===== src/rtl/rle_run_sched.sv =====
// Buffers byte codewords and expands (count, symbol) pairs into count beats of symbol; two cycles of pair fetch, then one beat per cycle.
// Back-pressure: stackFull stalls the front end when the FIFO is full; outReady low holds the current beat stable.
module rle_run_sched #(
    parameter int DEPTH = 8,
    parameter int AW    = 3
) (
    input  logic          tclk,
    input  logic          rst,
    input  logic [7:0]    codeWord,
    input  logic          valid,
    input  logic          frameStart,
    output logic          stackFull,
    output logic [7:0]    outData,
    output logic          outValid,
    input  logic          outReady,
    output logic          runDone,
    output logic          overflow,
    output logic [AW:0]   level
);

    typedef enum logic [1:0] {
        S_CNT  = 2'd0,
        S_SYM  = 2'd1,
        S_EMIT = 2'd2
    } state_t;

    state_t         state_q, state_d;
    logic [7:0]     mem_q [DEPTH];
    logic [7:0]     mem_d [DEPTH];
    logic [AW-1:0]  wr_ptr_q, wr_ptr_d;
    logic [AW-1:0]  rd_ptr_q, rd_ptr_d;
    logic [AW:0]    level_q, level_d;
    logic [7:0]     cnt_q, cnt_d;
    logic [7:0]     sym_q, sym_d;
    logic [7:0]     rem_q, rem_d;
    logic           overflow_q, overflow_d;
    logic [7:0]     out_data_q, out_data_d;
    logic           out_valid_q, out_valid_d;

    logic           full;
    logic           push;
    logic           pop;
    logic           hs;
    logic [7:0]     head;

    always_comb begin
        full = (level_q == (AW+1)'(DEPTH));
        push = valid & ~full;
        pop  = (state_q != S_EMIT) && (level_q != '0);
        hs   = out_valid_q & outReady;
        head = mem_q[rd_ptr_q];

        state_d     = state_q;
        mem_d       = mem_q;
        wr_ptr_d    = wr_ptr_q;
        rd_ptr_d    = rd_ptr_q;
        level_d     = level_q;
        cnt_d       = cnt_q;
        sym_d       = sym_q;
        rem_d       = rem_q;
        overflow_d  = overflow_q;
        out_data_d  = out_data_q;
        out_valid_d = out_valid_q;

        if (frameStart) begin
            // Flush wins over any same-cycle push or pop; outData keeps its last value.
            state_d     = S_CNT;
            wr_ptr_d    = '0;
            rd_ptr_d    = '0;
            level_d     = '0;
            cnt_d       = '0;
            sym_d       = '0;
            rem_d       = '0;
            overflow_d  = 1'b0;
            out_valid_d = 1'b0;
        end else begin
            if (valid && full) begin
                overflow_d = 1'b1;
            end
            if (push) begin
                mem_d[wr_ptr_q] = codeWord;
                wr_ptr_d        = wr_ptr_q + 1'b1;
            end
            if (pop) begin
                rd_ptr_d = rd_ptr_q + 1'b1;
            end
            if (push && !pop) begin
                level_d = level_q + 1'b1;
            end else if (!push && pop) begin
                level_d = level_q - 1'b1;
            end

            case (state_q)
                S_CNT: begin
                    if (pop) begin
                        cnt_d   = head;
                        state_d = S_SYM;
                    end
                end
                S_SYM: begin
                    if (pop) begin
                        sym_d = head;
                        if (cnt_q == 8'd0) begin
                            state_d = S_CNT;
                        end else begin
                            rem_d       = cnt_q;
                            out_data_d  = head;
                            out_valid_d = 1'b1;
                            state_d     = S_EMIT;
                        end
                    end
                end
                S_EMIT: begin
                    // Entered only with rem_q >= 1, so the decrement cannot wrap.
                    if (hs) begin
                        rem_d = rem_q - 1'b1;
                        if (rem_q == 8'd1) begin
                            out_valid_d = 1'b0;
                            state_d     = S_CNT;
                        end
                    end
                end
                default: begin
                    state_d     = S_CNT;
                    out_valid_d = 1'b0;
                end
            endcase
        end
    end

    always_ff @(posedge tclk or posedge rst) begin
        if (rst) begin
            state_q     <= S_CNT;
            for (int i = 0; i < DEPTH; i++) begin
                mem_q[i] <= '0;
            end
            wr_ptr_q    <= '0;
            rd_ptr_q    <= '0;
            level_q     <= '0;
            cnt_q       <= '0;
            sym_q       <= '0;
            rem_q       <= '0;
            overflow_q  <= 1'b0;
            out_data_q  <= '0;
            out_valid_q <= 1'b0;
        end else begin
            state_q     <= state_d;
            mem_q       <= mem_d;
            wr_ptr_q    <= wr_ptr_d;
            rd_ptr_q    <= rd_ptr_d;
            level_q     <= level_d;
            cnt_q       <= cnt_d;
            sym_q       <= sym_d;
            rem_q       <= rem_d;
            overflow_q  <= overflow_d;
            out_data_q  <= out_data_d;
            out_valid_q <= out_valid_d;
        end
    end

    assign stackFull = full;
    assign outData   = out_data_q;
    assign outValid  = out_valid_q;
    assign runDone   = hs && (rem_q == 8'd1);
    assign overflow  = overflow_q;
    assign level     = level_q;

endmodule


===== config.mk =====
export PLATFORM = sky130hd
export DESIGN_NAME = rle_run_sched
export DESIGN_NICKNAME = d
export VERILOG_FILES = /design/src/rtl/rle_run_sched.sv
export SDC_FILE = /design/constraint.sdc
export NUM_CORES = 1
export LEC_CHECK = 0
export ABC_CLOCK_PERIOD_IN_PS = 3900
export BUFFER_PORTS_ARGS = -buffer_cell sky130_fd_sc_hd__buf_2
export CAP_MARGIN = 15
export CORE_AREA = 2 2 107 109
export DETAILED_ROUTE_END_ITERATION = 10
export DIE_AREA = 0 0 109 111
export PLACE_DENSITY_LB_ADDON = 0.08
export SYNTH_ARGS = -nofsm -noshare
export SYNTH_HDL_FRONTEND = slang
export SYNTH_SLANG_ARGS = --single-unit

===== constraint.sdc =====
create_clock -name tclk -period 3.9 [get_ports tclk]
set_clock_uncertainty 0.1 [all_clocks]
set_input_delay 0.195 -clock tclk [delete_from_list [all_inputs] [get_ports tclk]]
set_output_delay 0.195 -clock tclk [all_outputs]
set_load 0.05 [all_outputs]

Word level (Yosys, flattened, before mapping)
Cells that the tools add are included.
- register bits after elaboration: 102
- bits of input ports: 13
- output and inout port bits: 16
- word-level logic and storage cells: 102
- add/sub/neg operators: 5
- order comparisons: 3
- eq/ne operators: 11
- mux-type cells: 36
- bitwise gates (word level): 7
- reductions and logical operators: 23
- operators by type and width (kind ; number):
    $mux W8 ; 10
    $bwmux W64 ; 1
    $bmux W8 S3 ; 1
    $demux W8 S3 ; 1
    $pmux W8 S2 ; 1
    $ne A3 B3 Y1 const B ; 5
    $mux W2 ; 6
    $mux W3 ; 4
    $mux W4 ; 3
    $reduce_and A4 Y1 ; 3
    $eq A8 B1 Y1 const B ; 1
    $ge A4 B4 Y1 const B ; 2
    $logic_not A8 Y1 ; 1
    $not A3 Y4 ; 2
    $reduce_bool A2 Y1 ; 4
    $sub A8 B1 Y8 const B ; 1
    $mux W1 ; 7
    $add A3 B1 Y3 const B ; 2
    $logic_and A1 B1 Y1 ; 6
    $pmux W2 S3 ; 1
    $reduce_bool A3 Y1 ; 2
    $reduce_and A5 Y1 ; 1
    $add A4 B1 Y4 const B ; 1
    $eq A4 B4 Y1 const B ; 1
    other kinds (12) ; 18

Longest topological paths before layout
Gate-level depths: netlist of run 1.
- depth after elaboration: 8
- mapped depth: 11
- gate-level depth less buffers: 9

Worst setup path before layout of run 1
Ideal clock, no wire load.
- path kind: reg-to-reg
- start: register rem_q[4]
- end: register out_valid_q (netlist: outValid)
- setup time: 0.136 ns
- arrival time: 2.923 ns
- required time: 3.664 ns
- path slack: 0.741 ns
- stages on the path, launching flop included: 6
- buffers on the path: 0
- clock period less this slack: 3.159 ns
- path through: dfrtp_1 or4_1 nor4_1 o21ai_0 nand2_1 a21oi_1
- word-level cells in the longest chain between the ends: 3
- RTL lines (what ; RTL line ; text):
    start, declared ; 35 ; logic [7:0] rem_q, rem_d;
    start signal, assigned ; 154 ; rem_q <= rem_d;
    $eq A8 B1 Y1 ; 117 ; if (rem_q == 8'd1) begin
    $ne A3 B3 Y1 (no line) ; -- ;
    $reduce_and A5 Y1 (no line) ; -- ;
    end signal, assigned ; 157 ; out_valid_q <= out_valid_d;
    end, declared ; 38 ; logic out_valid_q, out_valid_d;
Every way passes these cells.
A chain may end at the register's enable or synchronous reset.

Worst setup path in the final report of run 1
- start: register level_q[0] (netlist: level[0])
- end: register level_q[3] (netlist: level[3])
- word-level cells in the longest chain between the ends: 6
- elaborated cells on any way between the ends: 15
- classes of those cells: 2 x add/sub; 1 x eq/ne; 3 x mux; 2 x bitwise; 7 x reduce/logical
- RTL lines (what ; RTL line ; text):
    start, declared ; 32 ; logic [AW:0] level_q, level_d;
    start signal, assigned ; 151 ; level_q <= level_d;
    branches (longest 6 deep; another with $sub A4 B1 Y4) ; -- ;
Several ways; the timed one is not identified. The select of a mux whose other input is x is not followed.

==> flow_summary.json, run 1 <==
{
  "finalMaxSlewViolations": 0,
  "vias": 2940,
  "crit_chain": "nor4_4, o211a_1, inv_1, ha_1, a21o_2, a21oi_1, mux2i_1, xor2_1, nor2_1",
  "cts_resized": 0,
  "ios": 29,
  "gr-usage-all-layers": 0.1805,
  "portBuffers": 28,
  "synthDistinctLibCells": 46,
  "drive_gt1_frac": 0.4149,
  "cts.path.max_buffers": 2,
  "endpoint_kind": "register",
  "diodes": 0,
  "synthToLayoutAreaGrowth_pct": 12.39,
  "min-delay-start": "valid",
  "path_class": "reg -> reg",
  "cts_setup_buffers": 0,
  "power.internal_mw": 2.517,
  "fmax_ghz": 0.3717,
  "synth-seq-cells": 102,
  "viasPerCell": 5.537,
  "root_buffer": "clkbuf_16",
  "die-area_sq_um": 12100,
  "cts_buffers": 9,
  "grt_max_degree": 88,
  "placementRows": 39,
  "setup.worst_path.start_class": "register",
  "drtIter0Drc": 197,
  "period_share": 0.6898,
  "start_util": 0.4331,
  "p_comb_frac": 0.387,
  "cap_violations": 0,
  "place.gp.congestion": 0.8463,
  "hp-class": "in -> reg",
  "slew_headroom": 0.4335,
  "r2r_start": "level[0]",
  "grt_first_pass_wirelength_mm": 16.53,
  "finalSetupTns_ps": 0,
  "critPathMaxFanout": 8,
  "wire_per_inst_microns": 18.57,
  "grt_pass1_vias": 3086,
  "crit_buf_inv": 1,
  "ant_nets": 0,
  "p_switching_mw": 1.523,
  "rsz0062_at_grt": "false",
  "crit_start": "level[0]",
  "ir_drop_mv": 0.3285,
  "finalHoldViolCount": 0,
  "htree_levels": 3,
  "pwr-share-seq": 0.409,
  "die_h_microns": 111,
  "synthesis.area_sq_um": 4797,
  "final_util": 0.4867,
  "clock-sinks": 102,
  "gr-total-overflow": 0,
  "fillers": 997,
  "synth-seq-area-share": 0.5321,
  "synth_nets": 372,
  "route.detailed.drc": 0,
  "nets": 404,
  "core_area_sq_um": 11080,
  "drtPass1Iterations": 4,
  "status": "finished clean",
  "cts_tree": "done",
  "p_per_area_nw_per_um2": 749.5,
  "clockPowerShare": 0.204,
  "yosysWarnings": 0,
  "required_ps": 4020,
  "dieWidth_microns": 109,
  "timing.critical_path.slowest_cell_delay_ps": 530,
  "worst_pin_slew_ps": 849.8,
  "synth.avg_cell_area_sq_um": 13.63,
  "leakage_nw": 2.500,
  "crit_path_top_delay_cell": "nor4_4",
  "syn_inst": 352,
  "cp_top_family": "compound AO/OA/AOI/OAI gates",
  "setup_viol": 0,
  "antenna_found_initial": 0,
  "worstPathArrival_ps": 2810,
  "totalPowerFinal_mw": 4.041,
  "hpwl_mm": 6.454,
  "clk_latency_ps": 340,
  "finalWirelength_mm": 9.862,
  "clk_pin_slew_ps": 70,
  "period_needed_ps": 2690,
  "switching_share": 0.3770
}
[logic make-up after synthesis]
family / Yosys count / share of synthesized area
buffers and inverters: 21 / 0.01852
AND/OR/NAND/NOR: 68 / 0.08269
XOR/XNOR: 7 / 0.01278
multiplexers: 99 / 0.2692
adder cells (fa/ha/maj): 7 / 0.01982
flip-flops: 102 / 0.5321
AO/OA/AOI/OAI: 48 / 0.06495
[routing by layer]
layer  track usage  routed length [microns]
met5             0                        0
met4       0.06154                      160
met1        0.2402                     4466
met2        0.2936                     4969
met3       0.03527                      265
[cell usage after synthesis (all sizes together)]
cell type | count | area [sq um]
inv | 8 | 30.03
nor4 | 6 | 52.55
clkbuf | 6 | 22.52
mux2i | 3 | 30.03
or4b | 1 | 13.76
nand4 | 1 | 6.260
nor2b | 3 | 18.77
and3 | 3 | 18.77
a22o | 8 | 70.07
fa | 1 | 20.02
or4 | 1 | 7.510
dfrtp | 102 | 2552
ha | 6 | 75.07
and2 | 1 | 6.260
o21ai | 17 | 85.08
or2 | 2 | 12.52
nor3b | 3 | 27.52
buf | 7 | 36.28
a21o | 1 | 8.760
a211oi | 2 | 20.02
o31ai | 1 | 7.510
o22ai | 1 | 6.260
mux2 | 80 | 900.9
a31oi | 3 | 33.78
and4b | 1 | 10.01
xnor2 | 3 | 26.28
nand2b | 1 | 6.260
nor3 | 5 | 35.03
mux4 | 16 | 360.4
xor2 | 4 | 35.03
a21oi | 14 | 70.07
nand3 | 5 | 35.03
nor2 | 21 | 78.83
o211a | 1 | 10.01
nand2 | 14 | 67.57
[power groups by stage]
stage	clock network, mW	registers (mW)	logic (mW)
floorplan	0	1.76	1.10
global placement	0	1.66	1.55
detailed placement	0	1.67	1.57
CTS	0.850	1.65	1.57
global route	0.891	1.70	1.72
finish	0.826	1.65	1.56
[metrics by stage]
stage | instance area (sq um) | hold WS (ps) | instances | worst slack (ps)
2_1_floorplan | 4797 | 244.8 | 352 | 740.9
6_report | 5391 | 74.39 | 531 | 1210
3_5_place_dp | 5090 | 388.2 | 514 | 1205
3_3_place_gp | 5090 | 370.8 | 514 | 1292
4_1_cts | 5354 | 61.80 | 529 | 1188
5_1_grt | 5391 | 101.7 | 531 | 1023
[area by class of cell]
type | instances | area (sq um) | share of cell area
multi-input cells | 229 | 2156 | 0.3999
inverters | 8 | 32.53 | 0.006034
repair buffers | 34 | 207.7 | 0.03852
clock inverters | 6 | 38.79 | 0.007194
flip-flops and latches | 102 | 2552 | 0.4734
clock buffers | 9 | 225.2 | 0.04177
well taps | 143 | 178.9 | 0.03319
[registers in the layout (all words and copies together) (netlist names), 2 cells and up]
name and count:
level 4, cnt_q 8, rem_q 8, wr_ptr_q 3
mem_q 64, rd_ptr_q 3, state_q 2, outData 8
[worst min-delay path: cells and delay by family]
| kind | cells | cell delay (ps) |
|---|---|---|
| simple gates | 1 | 80 |
| compound gates | 1 | 70 |
| buf+inv | 1 | 130 |
[cell usage in the layout, fill, tap and decap left out, types with 2 or more instances in the layout]
master,instances
mux4_2,16
a31oi_1,2
nand3_1,3
nand2_2,6
nor3_2,2
dfrtp_1,102
and3_1,3
a22o_1,8
clkinvlp_4,2
a21oi_1,14
nand2_1,8
buf_2,28
buf_4,4
nor3_1,3
o21ai_0,16
mux2_2,80
xor2_1,4
inv_1,7
nand3_2,2
ha_1,6
nor3b_1,2
nor4_1,5
clkinv_2,3
xnor2_1,3
mux2i_1,3
nor2b_1,3
nor2_1,21
clkbuf_16,9
[worst paths after layout]
check / slack [ps] / cells after the start / end
min in group asynchronous: 240 / 3 / mem_q[16]
worst min register to register: 400 / 1 / mem_q[4]
worst max register to register: 1210 / 9 / level[3]
worst max-delay path: 1210 / 9 / level[3]
max in group asynchronous: 2580 / 5 / mem_q[5]
worst min-delay path: 70 / 3 / overflow
[what timing repair did]
item,CTS,global route
hold buffers,0,1
setup endpoints to repair,0,0
endpoints found under the hold margin,0,17
Power figures use the tool's default switching activity.
==> run 2: changes to the inputs <==
--- a/config.mk
+++ b/config.mk
@@ -5,12 +5,13 @@
 export SDC_FILE = /design/constraint.sdc
 export NUM_CORES = 1
 export LEC_CHECK = 0
-export ABC_CLOCK_PERIOD_IN_PS = 3900
+export ABC_AREA = 1
+export ABC_CLOCK_PERIOD_IN_PS = 2400
 export BUFFER_PORTS_ARGS = -buffer_cell sky130_fd_sc_hd__buf_2
 export CAP_MARGIN = 15
-export CORE_AREA = 2 2 107 109
+export CORE_AREA = 2 2 109 111
 export DETAILED_ROUTE_END_ITERATION = 10
-export DIE_AREA = 0 0 109 111
+export DIE_AREA = 0 0 111 113
 export PLACE_DENSITY_LB_ADDON = 0.08
 export SYNTH_ARGS = -nofsm -noshare
 export SYNTH_HDL_FRONTEND = slang
==> constraint.sdc (replaced) <==
create_clock -name tclk -period 2.4 [get_ports tclk]
set_clock_uncertainty 0.1 [all_clocks]
set_input_delay 0.12 -clock tclk [delete_from_list [all_inputs] [get_ports tclk]]
set_output_delay 0.12 -clock tclk [all_outputs]
set_load 0.05 [all_outputs]
==> run 2 against run 1 <==
Effect of this change:
- global-route usage increased by 2.8 points
- die area increased by 3.7%
- first-iteration DRC count increased by 81%
- synthesized area increased by 5.2%
==> flow_summary.json, run 2 <==
{
  "critPathMaxFanout": 7,
  "synth_top_area_share": 0.5060,
  "core_area_sq_um": 11270,
  "drtPass1Iterations": 5,
  "synth.avg_cell_area_sq_um": 8.408,
  "crit_chain": "nor2_1, nand2_1, nand2_2, nand3_2, ha_1, a21o_1, a21oi_1, nand3_1, nand3_1, nand2_1",
  "viasPerCell": 5.202,
  "cap_violations": 0,
  "slew_headroom": 0.4891,
  "grt_max_degree": 49,
  "path_class": "reg -> reg",
  "finalHoldWorstSlack_ps": 34.66,
  "portBuffers": 28,
  "period_share": 0.9043,
  "grt_pass1_vias": 3982,
  "fmax_ghz": 0.4608,
  "synthDistinctLibCells": 33,
  "die_h_microns": 113,
  "cts.path.max_buffers": 2,
  "worst_pin_slew_ps": 764.7,
  "ios": 29,
  "ir_drop_mv": 0.5704,
  "hpwl_mm": 8.118,
  "multi_input_area_sq_um": 2185,
  "period_needed_ps": 2170,
  "drtIter0Drc": 356,
  "post-place-ws_ps": 212.5,
  "required_ps": 2540,
  "synth-seq-area-share": 0.5060,
  "p_per_area_nw_per_um2": 1235,
  "status": "finished clean",
  "grt_first_pass_wirelength_mm": 20.64,
  "finalMaxSlewViolations": 0,
  "gr-usage-all-layers": 0.2089,
  "worstPathArrival_ps": 2310,
  "clk_latency_ps": 350,
  "diodes": 0,
  "regArea_sq_um": 2552,
  "nets": 648,
  "endpoint_kind": "register",
  "synth_nets": 620,
  "synth.most_common_cell": "nand2_1",
  "timing.critical_path.slowest_cell_delay_ps": 430,
  "yosysWarnings": 0,
  "final_util": 0.4951,
  "dieWidth_microns": 111,
  "drive_gt1_frac": 0.1264,
  "synth-seq-cells": 102,
  "fillers": 1123,
  "vias": 4037,
  "clock-sinks": 102,
  "place.gp.congestion": 0.8163,
  "start_util": 0.4476,
  "totalPowerFinal_mw": 6.890,
  "antenna_found_initial": 0,
  "synthesis.area_sq_um": 5045,
  "largest_reg_flops": 64,
  "route.detailed.drc": 0,
  "worst_slack_ps": 229.6,
  "layout_common_cells": "187 x nand2_1, 102 x dfrtp_1, 70 x o21ai_1",
  "cp_top_family": "simple AND/OR/NAND/NOR gates",
  "async_flop_share": 1.000,
  "yosys-top-cells-count": "188 x nand2_1, 102 x dfrtp_1, 70 x o21ai_1",
  "synthToLayoutAreaGrowth_pct": 10.62,
  "clk_pin_slew_ps": 70,
  "setup.worst_path.start_class": "register",
  "gr-total-overflow": 0,
  "crit_buf_inv": 0,
  "synth-edff-count": 0,
  "placementRows": 39,
  "wire_per_inst_microns": 15.76,
  "cts_setup_buffers": 0,
  "htree_levels": 3,
  "finalHoldViolCount": 0,
  "setup_viol": 0,
  "synth.top_cells.by_area": "dfrtp_1 51%, nand2_1 14%, o21ai_1 6.9%",
  "finalWirelength_mm": 12.23,
  "root_buffer": "clkbuf_16",
  "ant_nets": 0,
  "synth_largest_area_cell": "dfrtp_1",
  "hp-class": "in -> reg",
  "crit_path_top_delay_cell": "dfrtp_1",
  "cts_buffers": 9,
  "max_flop_register": "mem_q",
  "syn_inst": 600,
  "final_common_cell": "nand2_1",
  "yosys_most_used_dff": "dfrtp_1",
  "rsz0062_at_grt": "false",
  "finalSetupTns_ps": 0,
  "die-area_sq_um": 12540,
  "cts_tree": "done",
  "leakage_nw": 2.753
}
[run 2: worst reg2reg max path: stages (launching register included)]
cell,delay [ps]
dfrtp_1,430
nor2_1,170
nand2_1,160
nand2_2,140
nand3_2,160
ha_1,320
a21o_1,190
a21oi_1,160
nand3_1,90
nand3_1,80
nand2_1,50
[run 2: through the flow]
step	instances	cell area [sq um]
floorplan	600	5049
global placement	759	5295
detailed placement	759	5295
CTS	776	5578
global route	776	5580
finish	776	5580
[run 2: kinds of logic after synthesis]
| family | count (synthesis) | share of synthesized area |
|---|---|---|
| flip-flops | 102 | 0.5060 |
| AND/OR/NAND/NOR | 274 | 0.2493 |
| adder cells (fa/ha/maj) | 7 | 0.01885 |
| AO/OA/AOI/OAI | 149 | 0.1575 |
| buffers and inverters | 64 | 0.06151 |
| XOR/XNOR | 4 | 0.006946 |
[run 2: final cells by class]
| class | count | area share |
|---|---|---|
| inverters | 44 | 0.03027 |
| clock buffers | 10 | 0.04103 |
| multi-input cells | 434 | 0.3915 |
| repair buffers | 37 | 0.03991 |
| flip-flops and latches | 102 | 0.4574 |
| well taps | 143 | 0.03206 |
| clock inverters | 6 | 0.007848 |
[run 2: power by group]
| part | internal (mW) | switching [mW] |
|---|---|---|
| combinational | 0.931 | 1.99 |
| clock | 0.714 | 0.672 |
| sequential | 2.24 | 0.350 |
[run 2: final timing paths]
check	from	end	slack (ps)	depth (start not counted)
worst max-delay path	level[2]	level[3]	230	10
min in group asynchronous	rst	level[1]	340	3
worst min-delay path	codeWord[1]	mem_q[25]	30	3
max in group asynchronous	rst	mem_q[40]	1080	4
worst max register to register	level[2]	level[3]	230	10
worst min register to register	outData[1]	outData[1]	380	2
[run 2: metal layers]
layer,track usage,up-vias,routed length [microns]
met3,0.05303,16,483
li1,-,2028,-
met4,0.05833,0,180
met2,0.3431,82,5784
met1,0.2774,1911,5779
met5,0,-,0
[run 2: timing repair]
action	CTS	global route
setup endpoints to repair	0	1
hold buffers	1	0
gates resized for setup	0	1
endpoints found under the hold margin	29	0
==> run 3: changes to the inputs <==
--- a/config.mk
+++ b/config.mk
@@ -13,6 +13,7 @@
 export DETAILED_ROUTE_END_ITERATION = 10
 export DIE_AREA = 0 0 111 113
 export PLACE_DENSITY_LB_ADDON = 0.08
+export REMOVE_ABC_BUFFERS = 1
 export SYNTH_ARGS = -nofsm -noshare
 export SYNTH_HDL_FRONTEND = slang
 export SYNTH_SLANG_ARGS = --single-unit
==> run 3 against run 2 <==
Effect of this change:
- flip-flop and latch count unchanged
- register-to-register slack improved by 40 ps
- sequential share of layout area increased by 0.14 points
- critical path depth unchanged
- first-iteration DRC count decreased by 29%
- total power decreased by 1.2%
- critical endpoint unchanged
- largest power group unchanged
- highest routed layer unchanged
==> flow_summary.json, run 3 (same netlist as run 2, synthesis figures left out) <==
{
  "min-delay-start": "codeWord[1]",
  "regArea_sq_um": 2552,
  "clockPowerShare": 0.194,
  "cts_tree": "done",
  "grt_first_pass_wirelength_mm": 19.83,
  "path_class": "reg -> reg",
  "p_per_area_nw_per_um2": 1224,
  "gr-total-overflow": 0,
  "hold_path_end": "mem_q[57]",
  "synthToLayoutAreaGrowth_pct": 10.27,
  "cts_buffers": 9,
  "power.internal_mw": 3.881,
  "fmax_ghz": 0.4703,
  "totalPowerFinal_mw": 6.810,
  "switching_share": 0.4301,
  "ir_drop_mv": 0.6467,
  "clk_latency_ps": 350,
  "place.gp.congestion": 0.8248,
  "r2r_end": "level[3]",
  "r2r_cells": 10,
  "max_flop_register": "mem_q",
  "htree_levels": 3,
  "period_needed_ps": 2126,
  "p_comb_frac": 0.427,
  "slew_headroom": 0.5254,
  "portBuffers": 28,
  "grt_pass1_vias": 3966,
  "worst_pin_slew_ps": 711.9,
  "required_ps": 2550,
  "clock-sinks": 102,
  "hpwl_mm": 7.818,
  "cts_setup_buffers": 0,
  "fillers": 1120,
  "whs_path_depth": 3,
  "multi_input_area_sq_um": 2185,
  "ios": 29,
  "largest_reg_flops": 64,
  "wire_per_inst_microns": 15.42,
  "final_area_sq_um": 5563,
  "critPathMaxFanout": 7,
  "final_common_cell": "nand2_1",
  "finalMaxSlewViolations": 0,
  "drtPass1Iterations": 5,
  "r2r_start": "level[3]",
  "period_share": 0.8860,
  "endpoint_kind": "register",
  "r2r_slack_ps": 270,
  "dieWidth_microns": 111,
  "p_switching_mw": 2.929,
  "die_h_microns": 113,
  "antenna_found_initial": 0,
  "worstPathArrival_ps": 2270,
  "hp-class": "in -> reg",
  "drive_gt1_frac": 0.1220,
  "setup_viol": 0,
  "placed_area_sq_um": 5294,
  "clk_pin_slew_ps": 70,
  "finalHoldViolCount": 0,
  "cts.path.max_buffers": 2,
  "pwr-share-seq": 0.379,
  "root_buffer": "clkbuf_16",
  "grt_max_degree": 47,
  "rsz0062_at_grt": "false",
  "placementRows": 39,
  "layout_common_cells": "187 x nand2_1, 102 x dfrtp_1, 70 x o21ai_1",
  "finalWirelength_mm": 11.94,
  "setup.worst_path.start_class": "register",
  "status": "finished clean",
  "finalHoldWorstSlack_ps": 35.85,
  "viasPerCell": 5.271,
  "drtIter0Drc": 253,
  "start_util": 0.4476,
  "die-area_sq_um": 12540,
  "diodes": 0,
  "leakage_nw": 2.747,
  "finalSetupTns_ps": 0,
  "core_area_sq_um": 11270,
  "gr-usage-all-layers": 0.2024,
  "ant_nets": 0,
  "nets": 648,
  "cap_violations": 0,
  "route.detailed.drc": 0,
  "vias": 4080
}
-- run 3: changes by cell type in the layout (fill, tap and decap cells not counted), sizes merged --
cell,before,now
inv,45,43
clkbuf,10,12
clkinv,4,3
clkinvlp,1,0
-- run 3: metrics by stage --
| stage | utilization | instances | setup slack (ps) |
|---|---|---|---|
| after floorplan | - | 580 | -495.5 |
| after global placement | 0.4696 | 759 | 303.0 |
| final | 0.4935 | 774 | 273.7 |
| after detailed placement | 0.4696 | 759 | 224.9 |
| after global routing | 0.4935 | 774 | 20.22 |
| after CTS | 0.4933 | 774 | 207.1 |
-- run 3: routing by layer --
layer	share of wire	vias up	global-route usage
li1	-	2038	-
met1	0.46	1934	0.2610
met2	0.48	85	0.3382
met3	0.044	23	0.02892
met4	0.023	0	0.09833
met5	0	-	0
-- run 3: timing repair --
item,4_1_cts,5_1_grt
resized for setup,0,1
setup endpoints to repair,0,1
endpoints found under the hold margin,43,0
hold buffers,1,0
-- run 3: final cells by class --
cell class,count,share of cell area
clock buffer,12,0.04431
clock inverter,2,0.001799
inverter,44,0.03014
multi-input combinational,434,0.3927
sequential,102,0.4588
tap,143,0.03216
timing repair buffer,37,0.04004
-- run 3: worst max-delay path by stage --
stage	depth (start not counted)	endpoint	start
final	10	level[3]	level[3]
after global routing	10	level[3]	level[3]
after CTS	10	level[3]	level[2]
after detailed placement	10	level[3]	level[2]
after global placement	10	level[3]	level[2]
after floorplan	1	cnt_q[0]	rst
-- run 3: critical path, cell delays in order, from the launching register on --
cell,delay [ps]
dfrtp_1,440
nor2_1,150
nand2_1,150
nand2_2,140
nand3_2,160
ha_1,310
a21o_1,180
a21oi_1,170
nand3_1,100
nand3_1,80
nand2_1,50
-- run 3: power by group through the flow --
stage	logic [mW]	registers (mW)	clock network [mW]
floorplan	1.85	2.89	0
global placement	2.87	2.60	0
detailed placement	2.90	2.61	0
CTS	2.92	2.58	1.36
global route	3.28	2.65	1.43
finish	2.91	2.58	1.32
